$ cat config.mk
export PLATFORM = sky130hd
export DESIGN_NAME = ball_bounce
export DESIGN_NICKNAME = d
export VERILOG_FILES = /design/src/rtl/ball_bounce_pkg.sv /design/src/rtl/ball_bounce_collide_detect.sv /design/src/rtl/ball_bounce.sv
export SDC_FILE = /design/constraint.sdc
export NUM_CORES = 1
export LEC_CHECK = 0
export ABC_AREA = 1
export CAP_MARGIN = 20
export CORE_ASPECT_RATIO = 2
export CORE_MARGIN = 2
export CORE_UTILIZATION = 43
export DETAILED_ROUTE_END_ITERATION = 10
export GPL_TIMING_DRIVEN = 0
export PLACE_DENSITY = 0.78
export SLEW_MARGIN = 10
export SYNTH_ARGS = -nofsm -noshare
export SYNTH_HDL_FRONTEND = slang
export SYNTH_SLANG_ARGS = --single-unit
$ cat constraint.sdc
create_clock -name clk -period 2.3 [get_ports clk]
set_input_delay 0.69 -clock clk [delete_from_list [all_inputs] [get_ports clk]]
set_output_delay 0.69 -clock clk [all_outputs]
set_load 0.1 [all_outputs]
$ cat src/rtl/ball_bounce_pkg.sv
// Shared playfield geometry, serve point and FSM state type for the ball
// direction/life controller and its collision detector.
package ball_bounce_pkg;

  localparam int SCREEN_W  = 160;
  localparam int SCREEN_H  = 120;
  localparam int BALL_SIZE = 2;
  localparam int PLAT_Y    = 112;
  localparam int PLAT_W    = 16;
  localparam int PLAT_HALF = PLAT_W / 2;

  // Serve point used by the position counters while ball_rst_n is low.
  localparam int SERVE_X = SCREEN_W / 2 - BALL_SIZE / 2;
  localparam int SERVE_Y = PLAT_Y - 4 * BALL_SIZE;

  localparam int LIVES_DEF      = 3;
  localparam int LOCK_TICKS_DEF = 2;

  typedef enum logic [1:0] {
    ST_SERVE = 2'd0,
    ST_PLAY  = 2'd1,
    ST_LOST  = 2'd2,
    ST_OVER  = 2'd3
  } state_e;

  function automatic logic [10:0] ext11(input logic [9:0] v);
    return {1'b0, v};
  endfunction

endpackage

$ cat src/rtl/ball_bounce_collide_detect.sv
// Combinational collision flags for the current ball position; all compares
// are done one bit wider than the coordinates so additions never wrap.
module ball_bounce_collide_detect
  import ball_bounce_pkg::*;
(
  input  logic [9:0] x,
  input  logic [9:0] y,
  input  logic [9:0] platx,
  input  logic       y_du,
  output logic       miss,
  output logic       plat_hit,
  output logic       wall_l,
  output logic       wall_r,
  output logic       wall_t
);

  logic [10:0] x_w;
  logic [10:0] y_w;
  logic [10:0] px_w;

  assign x_w  = ext11(x);
  assign y_w  = ext11(y);
  assign px_w = ext11(platx);

  assign miss     = (y_w >= 11'(SCREEN_H - BALL_SIZE));
  // Only a descending ball whose bottom edge reaches the platform row bounces.
  assign plat_hit = y_du
                 && (y_w + 11'(BALL_SIZE) >= 11'(PLAT_Y))
                 && (y_w < 11'(PLAT_Y))
                 && (x_w + 11'(BALL_SIZE) > px_w)
                 && (x_w < px_w + 11'(PLAT_W));
  assign wall_l   = (x_w == 11'd0);
  assign wall_r   = (x_w >= 11'(SCREEN_W - BALL_SIZE));
  assign wall_t   = (y_w == 11'd0);

endmodule

$ cat src/rtl/ball_bounce.sv
// Ball direction and life controller: serve/play/lost/over FSM, brick-hit
// pending/lock handling, lives counter and control of the position counters.
module ball_bounce
  import ball_bounce_pkg::*;
#(
  parameter int LIVES      = LIVES_DEF,
  parameter int LOCK_TICKS = LOCK_TICKS_DEF
) (
  input  logic       clk,
  input  logic       resetn,
  input  logic       enable,
  input  logic       launch,
  input  logic [9:0] x,
  input  logic [9:0] y,
  input  logic [9:0] platx,
  input  logic       brick_hit,
  input  logic       brick_side,
  output logic       x_du,
  output logic       y_du,
  output logic       ball_en,
  output logic       ball_rst_n,
  output logic       plat_col,
  output logic       lose,
  output logic       game_over,
  output logic [2:0] lives,
  output state_e     dbg_state
);

  localparam int LOCK_W = $clog2(LOCK_TICKS + 1);

  state_e            state_q, state_d;
  logic              x_du_q, x_du_d;
  logic              y_du_q, y_du_d;
  logic              plat_col_q, plat_col_d;
  logic              pending_q, pending_d;
  logic              side_q, side_d;
  logic [2:0]        lives_q, lives_d;
  logic [LOCK_W-1:0] lock_q, lock_d;

  logic miss, plat_hit, wall_l, wall_r, wall_t;
  logic hit_ok, pend_eff, side_eff;

  ball_bounce_collide_detect u_collide (
    .x        (x),
    .y        (y),
    .platx    (platx),
    .y_du     (y_du_q),
    .miss     (miss),
    .plat_hit (plat_hit),
    .wall_l   (wall_l),
    .wall_r   (wall_r),
    .wall_t   (wall_t)
  );

  always_comb begin
    state_d    = state_q;
    x_du_d     = x_du_q;
    y_du_d     = y_du_q;
    plat_col_d = 1'b0;
    pending_d  = pending_q;
    side_d     = side_q;
    lives_d    = lives_q;
    lock_d     = lock_q;
    hit_ok     = 1'b0;
    pend_eff   = 1'b0;
    side_eff   = side_q;

    unique case (state_q)
      ST_SERVE: begin
        x_du_d    = 1'b1;
        y_du_d    = 1'b0;
        pending_d = 1'b0;
        lock_d    = '0;
        if (launch) state_d = ST_PLAY;
      end
      ST_PLAY: begin
        // A hit arriving on the tick itself is treated as already pending.
        hit_ok   = brick_hit && (lock_q == '0);
        pend_eff = pending_q || hit_ok;
        side_eff = hit_ok ? brick_side : side_q;
        if (hit_ok) begin
          pending_d = 1'b1;
          side_d    = brick_side;
        end
        if (enable) begin
          if (miss) begin
            state_d = ST_LOST;
          end else begin
            if (lock_q != '0) lock_d = lock_q - LOCK_W'(1);
            if (pend_eff && (lock_q == '0)) begin
              pending_d = 1'b0;
              lock_d    = LOCK_W'(LOCK_TICKS);
              if (side_eff) x_du_d = ~x_du_q;
              else          y_du_d = ~y_du_q;
            end
            // Platform and wall assignments override any brick toggle.
            if (plat_hit) begin
              y_du_d     = 1'b0;
              plat_col_d = 1'b1;
            end
            if (wall_l) x_du_d = 1'b1;
            if (wall_r) x_du_d = 1'b0;
            if (wall_t) y_du_d = 1'b1;
          end
        end
      end
      ST_LOST: begin
        lives_d   = lives_q - 3'd1;
        pending_d = 1'b0;
        lock_d    = '0;
        x_du_d    = 1'b1;
        y_du_d    = 1'b0;
        state_d   = (lives_q == 3'd1) ? ST_OVER : ST_SERVE;
      end
      ST_OVER: begin
        state_d = ST_OVER;
      end
      default: begin
        state_d = ST_SERVE;
      end
    endcase
  end

  always_ff @(posedge clk) begin
    if (!resetn) begin
      state_q    <= ST_SERVE;
      x_du_q     <= 1'b1;
      y_du_q     <= 1'b0;
      plat_col_q <= 1'b0;
      pending_q  <= 1'b0;
      side_q     <= 1'b0;
      lives_q    <= 3'(LIVES);
      lock_q     <= '0;
    end else begin
      state_q    <= state_d;
      x_du_q     <= x_du_d;
      y_du_q     <= y_du_d;
      plat_col_q <= plat_col_d;
      pending_q  <= pending_d;
      side_q     <= side_d;
      lives_q    <= lives_d;
      lock_q     <= lock_d;
    end
  end

  assign x_du       = x_du_q;
  assign y_du       = y_du_q;
  assign plat_col   = plat_col_q;
  assign lives      = lives_q;
  assign ball_rst_n = (state_q == ST_PLAY);
  assign ball_en    = (state_q == ST_PLAY) && enable;
  assign lose       = (state_q == ST_LOST);
  assign game_over  = (state_q == ST_OVER);
  assign dbg_state  = state_q;

endmodule

==> reports/metrics.yaml, run 1 <==
setup_path:
  arrival_ns: 2.52
  endpoint: "y_du"
  r2r_end: "y_du"
  cp-start-kind: "input port"
  crit_type: "in2reg"
  crit_path_max_fanout: 4
  r2r-start: "lock_q[0]"
  end_kind: "flop"
  startpoint: "platx[4]"
  worstRegToRegCells: 11
  reg2reg_slack_ns: 0.50
  required_ns: 2.43
layout:
  layout-drive-gt1-share_pct: 28.1
  finalCoreUtilization_pct: 73.9
  n_fill_cell: 260
  final_area_um2: 2520
  syn_to_final_growth_pct: 63.1
  nets: 374
  antenna_cells: 0
drt:
  via_per_inst: 5.38
  routed_wl_um: 5290
  drt_iter0_drc: 41
  wl_per_cell_um: 14.7
  antenna_left: 0
  post-route-drc-count: 0
  num_vias: 1942
  drtPass1Iterations: 4
clocking:
  clock-sinks: 12
  root_buffer: "clkbuf_8"
  htree_levels: 1
  cts_tree: "built"
  cts_hold_buf: 0
  clk_pin_slew_ns: 0.06
  clock_latency_ns: 0.25
  clockBufferDepth: 2
  cts_buffers: 3
power:
  ir_worst_vdd_uv: 627
  power_density_nw_per_um2: 535
  power_leakage_nw: 1.22
  finalPower_mw: 1.35
die:
  floorplan.initialDensity_pct: 45.3
  rows: 30
  dieArea_um2: 4120
  die_h_um: 88.8
  io_pins: 48
  core_area_um2: 3420
  die_w_um: 46.4
grt:
  grt_first_pass_wirelength_um: 7480
  grt_pass1_vias: 1890
  grt_overflow: 0
  grtUsageTotal_pct: 24.6
  antenna_found_initial: 0
  grt_max_degree: 8
timing:
  fin_worst_skew_ns: 0.00173
  setup_violations: 2
  rsz0062_at_grt: "yes"
  finalMaxSlewViolations: 0
  max_freq_ghz: 0.418
  relSlewSlack_pct: 36.0
  hold_slack_ns: 0.465
  setup_ws_ns: -0.0910
  fin_crit_ns: 2.39
  finalCritPeriodShare_pct: 104
  finalHoldViolations: 0
  worst-slew-pin-transition_ns: 0.964
yosys:
  synthTopCellsByCount: "inv_1 (53), nand2_1 (50), nor2_1 (29)"
  yosysUniqueCellTypes: 29
  async_reset_ff_share_pct: 0
  synth-edff-count: 0
  synthesis.instances: 250
  yosysMostFrequentCell: "inv_1"
  synth_area_um2: 1550
  synth-seq-cells: 12
  yosysWarnings: 0
  synth_top_area_share_pct: 19.4
  synthFlopType: "dfxtp_1"
  ys_top_cells_by_area: "ha_1 (19%), dfxtp_1 (16%), inv_1 (13%)"
  syn_nets: 310
  syn_area_per_cell_um2: 6.19
  synth_top_area_cell: "ha_1"
  ys_seq_area_share_pct: 15.5
outcome:
  violations: "negative setup slack"
  status: "finished, violations left"
run:
  cap_violations: 0
place:
  portBuffers: 47
  place_hpwl_um: 3750
  dp_worst_setup_slack_ns: -0.938
  post_dp_cell_area_um2: 2170
  place_congestion: 0.898
hold_path:
  hold_class: "reg2reg"
## sequential cells by signal (all words and copies together), names as in the netlist
signal     count
dbg_state      2
pending_q      1
y_du           1
x_du           1
plat_col       1
side_q         1
lives          3
lock_q         2
## through the flow
| step | TNS, ns | cells |
|---|---|---|
| floorplan | -0.316 | 250 |
| global placement | -3.08 | 345 |
| detailed placement | -3.17 | 345 |
| CTS | -0.130 | 358 |
| global route | -0.501 | 361 |
| finish | -0.146 | 361 |
## worst max-delay path, cell delays in order
cell and delay, ns:
buf_6 0.11, ha_4 0.16, nand3_2 0.09, xor2_1 0.17
ha_1 0.30, a21o_1 0.17, nand3_1 0.08, nand2_1 0.05
nor2_1 0.10, nand2_1 0.11, nor2_2 0.11, nand3_2 0.11
nand2_2 0.09, nand2_1 0.05, nand2_1 0.09, a21oi_2 0.05
## cell type report
type,count,area (um2),area share [%]
Inverter,55,211,8.37
Sequential cell,12,245,9.71
Multi-Input combinational cell,183,1380,54.6
Clock buffer,4,55.1,2.18
Tap cell,48,60.1,2.38
Timing Repair Buffer,59,576,22.8
## logic make-up (layout without fill, tap and decap cells)
logic type / count (synthesis) / after routing / share of synthesized area, %
buffers and inverters: 55 / 118 / 13.3
AO/OA/AOI/OAI: 35 / 35 / 14.2
flip-flops: 12 / 12 / 15.5
adder cells (fa/ha/maj): 24 / 24 / 19.4
XOR/XNOR: 7 / 7 / 3.96
AND/OR/NAND/NOR: 117 / 117 / 33.5
## routing by layer
metal	vias to the layer above	track usage, %	share of wire (%)
met5	-	0	0
met4	0	14.0	5.9
met3	28	2.04	4.0
met2	83	51.6	59
met1	891	19.0	31
li1	940	-	-
## repair_timing
action	4_1_cts	5_1_grt
pin swaps	21	25
setup endpoints to repair	14	3
gates resized for setup	109	38
buffers inserted	9	3
## power by group
part / switching (mW) / internal (mW) / leakage [nW] / total (mW)
registers: 0.0394 / 0.249 / 0.0992 / 0.289
clock network: 0.0889 / 0.152 / 0.0288 / 0.241
logic: 0.548 / 0.274 / 1.09 / 0.823
total: 0.677 / 0.675 / 1.22 / 1.35
## placed cells by master (no fill, tap or decap), types with 2 or more instances in the layout
cell             count
dlygate4sd2_1        9
a21oi_2              2
clkbuf_8             4
buf_4                9
clkdlybuf4s50_1     19
buf_6                5
xor2_1               4
nand2_1             42
ha_4                 7
ha_1                17
o21ai_0              8
nand2_2              7
nand2_4              2
clkdlybuf4s15_1      2
nor2_4               6
clkbuf_4             2
dfxtp_1             10
nor3_4               2
buf_2                4
buf_8                2
nand3_2              5
nor2_2               3
inv_2               10
nor2_1              22
a21oi_1             12
clkdlybuf4s15_2      4
nand4_1              5
a211oi_1             3
nand3_4              3
inv_1               43
a21o_1               3
inv_4                2
nand3_1             13
buf_12               2
nor3_1               3
## worst min path at each step
stage,from,end,slack (ns),cells after the start
after detailed placement,side_q,side_q,0.46,2
after global placement,lock_q[1],lock_q[1],0.44,2
final,lock_q[1],lock_q[1],0.46,2
after CTS,lock_q[1],lock_q[1],0.47,2
after global routing,side_q,side_q,0.48,2
after floorplan,lock_q[1],lock_q[1],0.43,2
Power figures use the tool's default switching activity.
==> run 2: changes to the inputs <==
--- a/config.mk
+++ b/config.mk
@@ -13,6 +13,7 @@
 export DETAILED_ROUTE_END_ITERATION = 10
 export GPL_TIMING_DRIVEN = 0
 export PLACE_DENSITY = 0.78
+export SETUP_SLACK_MARGIN = 0.4
 export SLEW_MARGIN = 10
 export SYNTH_ARGS = -nofsm -noshare
 export SYNTH_HDL_FRONTEND = slang
==> run 2 against run 1 <==
The flow still finishes with violations (negative setup slack); clock power down 12%; sequential cell count unchanged; via count down 2.4%; worst setup slack better by 0.00062 ns; design area up 1.1%; register-to-register slack better by 0.16 ns; critical path type unchanged; largest cell class unchanged; largest power group unchanged.
==> reports/metrics.yaml, run 2 (same netlist as run 1, synthesis figures left out) <==
hold_path:
  hold_class: "reg2reg"
  holdPathStages: 2
place:
  place_congestion: 0.883
  portBuffers: 47
  place_hpwl_um: 3780
layout:
  regArea_um2: 248
  largest_reg_flops: 3
  final_cell_mix: "inv_1 (44), nand2_1 (41), nor2_1 (19), ha_1 (19), buf_4 (16)"
  final_common_cell: "inv_1"
  n_fill_cell: 259
  antenna_cells: 0
  nets: 378
  multi_input_area_um2: 1390
  layout-drive-gt1-share_pct: 33.4
  finalCoreUtilization_pct: 74.8
  syn_to_final_growth_pct: 65.0
clocking:
  cts_tree: "built"
  clock-sinks: 12
  cts_buffers: 3
  clock_latency_ns: 0.25
  root_buffer: "clkbuf_8"
  cts_hold_buf: 0
  clockBufferDepth: 2
  clk_pin_slew_ns: 0.06
  htree_levels: 1
outcome:
  violations: "negative setup slack"
  status: "finished, violations left"
timing:
  hold_slack_ns: 0.458
  rsz0062_at_grt: "yes"
  setup_violations: 1
  worst-slew-pin-transition_ns: 0.957
  fin_crit_ns: 2.39
  setup_ws_ns: -0.0904
  finalHoldViolations: 0
  finalMaxSlewViolations: 0
  finalCritPeriodShare_pct: 104
  max_freq_ghz: 0.418
  relSlewSlack_pct: 36.5
  fin_worst_skew_ns: 0.00327
setup_path:
  cpPeakStageDelay_ns: 0.28
  cp_slowest_cell: "ha_4"
  worst-path-buf-inv: 3
  cp-start-kind: "input port"
  required_ns: 2.43
  crit_path_max_fanout: 5
  crit_top_cell: "nand2_1"
  critical_path_cell_count: 17
  arrival_ns: 2.52
  cp_cell_sequence: "buf_2 -> nand2_1 -> nor3_4 -> xnor2_2 -> inv_1 -> ha_4 -> nand2_1 -> inv_1 -> nand3_2 -> nor2_1 -> nor2_1 -> nand2_1 -> nand3_2 -> nand2_2 -> nand2_1 -> nand2_1 -> a21oi_2"
  worstRegToRegCells: 12
  crit_type: "in2reg"
  cp_top_family: "simple AND/OR/NAND/NOR gates"
  end_kind: "flop"
drt:
  antenna_left: 0
  routed_wl_um: 5080
  post-route-drc-count: 0
  drtPass1Iterations: 4
  via_per_inst: 5.19
  drt_iter0_drc: 43
  wl_per_cell_um: 13.9
  num_vias: 1895
die:
  dieArea_um2: 4120
  die_w_um: 46.4
  io_pins: 48
  die_h_um: 88.8
  floorplan.initialDensity_pct: 45.3
  rows: 30
  core_area_um2: 3420
grt:
  grtUsageMet1_pct: 20.4
  grt_pass1_vias: 1831
  grt_max_degree: 8
  antenna_found_initial: 0
  grt_overflow: 0
  grt_use_met2_pct: 50.8
  grt_use_met3_pct: 3.47
  grt_first_pass_wirelength_um: 7500
  grtUsageTotal_pct: 24.8
  busiest_layer: "met2"
power:
  ir_worst_vdd_uv: 634
  power_density_nw_per_um2: 559
  power_leakage_nw: 1.23
run:
  cap_violations: 0
## run 2: metal layers
layer,share of wire (%),vias up,wire (um)
met5,0,-,0
met1,32,884,1630
met4,3.5,0,176
met2,61,51,3080
li1,-,945,-
met3,3.8,15,195
## run 2: timing repair
item                       4_1_cts  5_1_grt
setup buffers                    6       10
pin swaps                       28       27
setup endpoints to repair       18       13
gates resized for setup        149       49
## run 2: layout make-up
cell class / instances / area share [%]
multi-input combinational: 183 / 54.5
sequential: 12 / 9.70
inverter: 55 / 8.53
clock buffer: 4 / 1.76
timing repair buffer: 63 / 23.1
tap: 48 / 2.35
## run 2: power breakdown
part	switching, mW	total (mW)	internal (mW)
clock	0.0881	0.211	0.123
sequential	0.0347	0.284	0.249
combinational	0.585	0.932	0.347
## run 2: worst min-delay path, cell delays in order (launching register included)
cell	delay, ns
dfxtp_1	0.29
inv_1	0.06
a21oi_1	0.06
## run 2: worst paths after layout
check                                from         to  slack [ns]
worst max-delay path                 x[6]       y_du       -0.09
worst min-delay path            lock_q[1]  lock_q[1]        0.46
worst max register to register  lock_q[0]       y_du        0.66
worst min register to register  lock_q[1]  lock_q[1]        0.46
## run 2: stage by stage
stage | power [mW] | cell area [um2] | setup slack (ns) | TNS [ns] | instances
finish | 1.43 | 2550 | -0.0904 | -0.0904 | 365
detailed placement | 1.06 | 2170 | -0.930 | -3.15 | 345
global placement | 1.04 | 2170 | -0.931 | -3.02 | 345
global route | 1.51 | 2550 | -0.224 | -0.349 | 365
CTS | 1.30 | 2350 | -0.0628 | -0.0628 | 355
floorplan | 0.833 | 1640 | -0.300 | -0.316 | 250
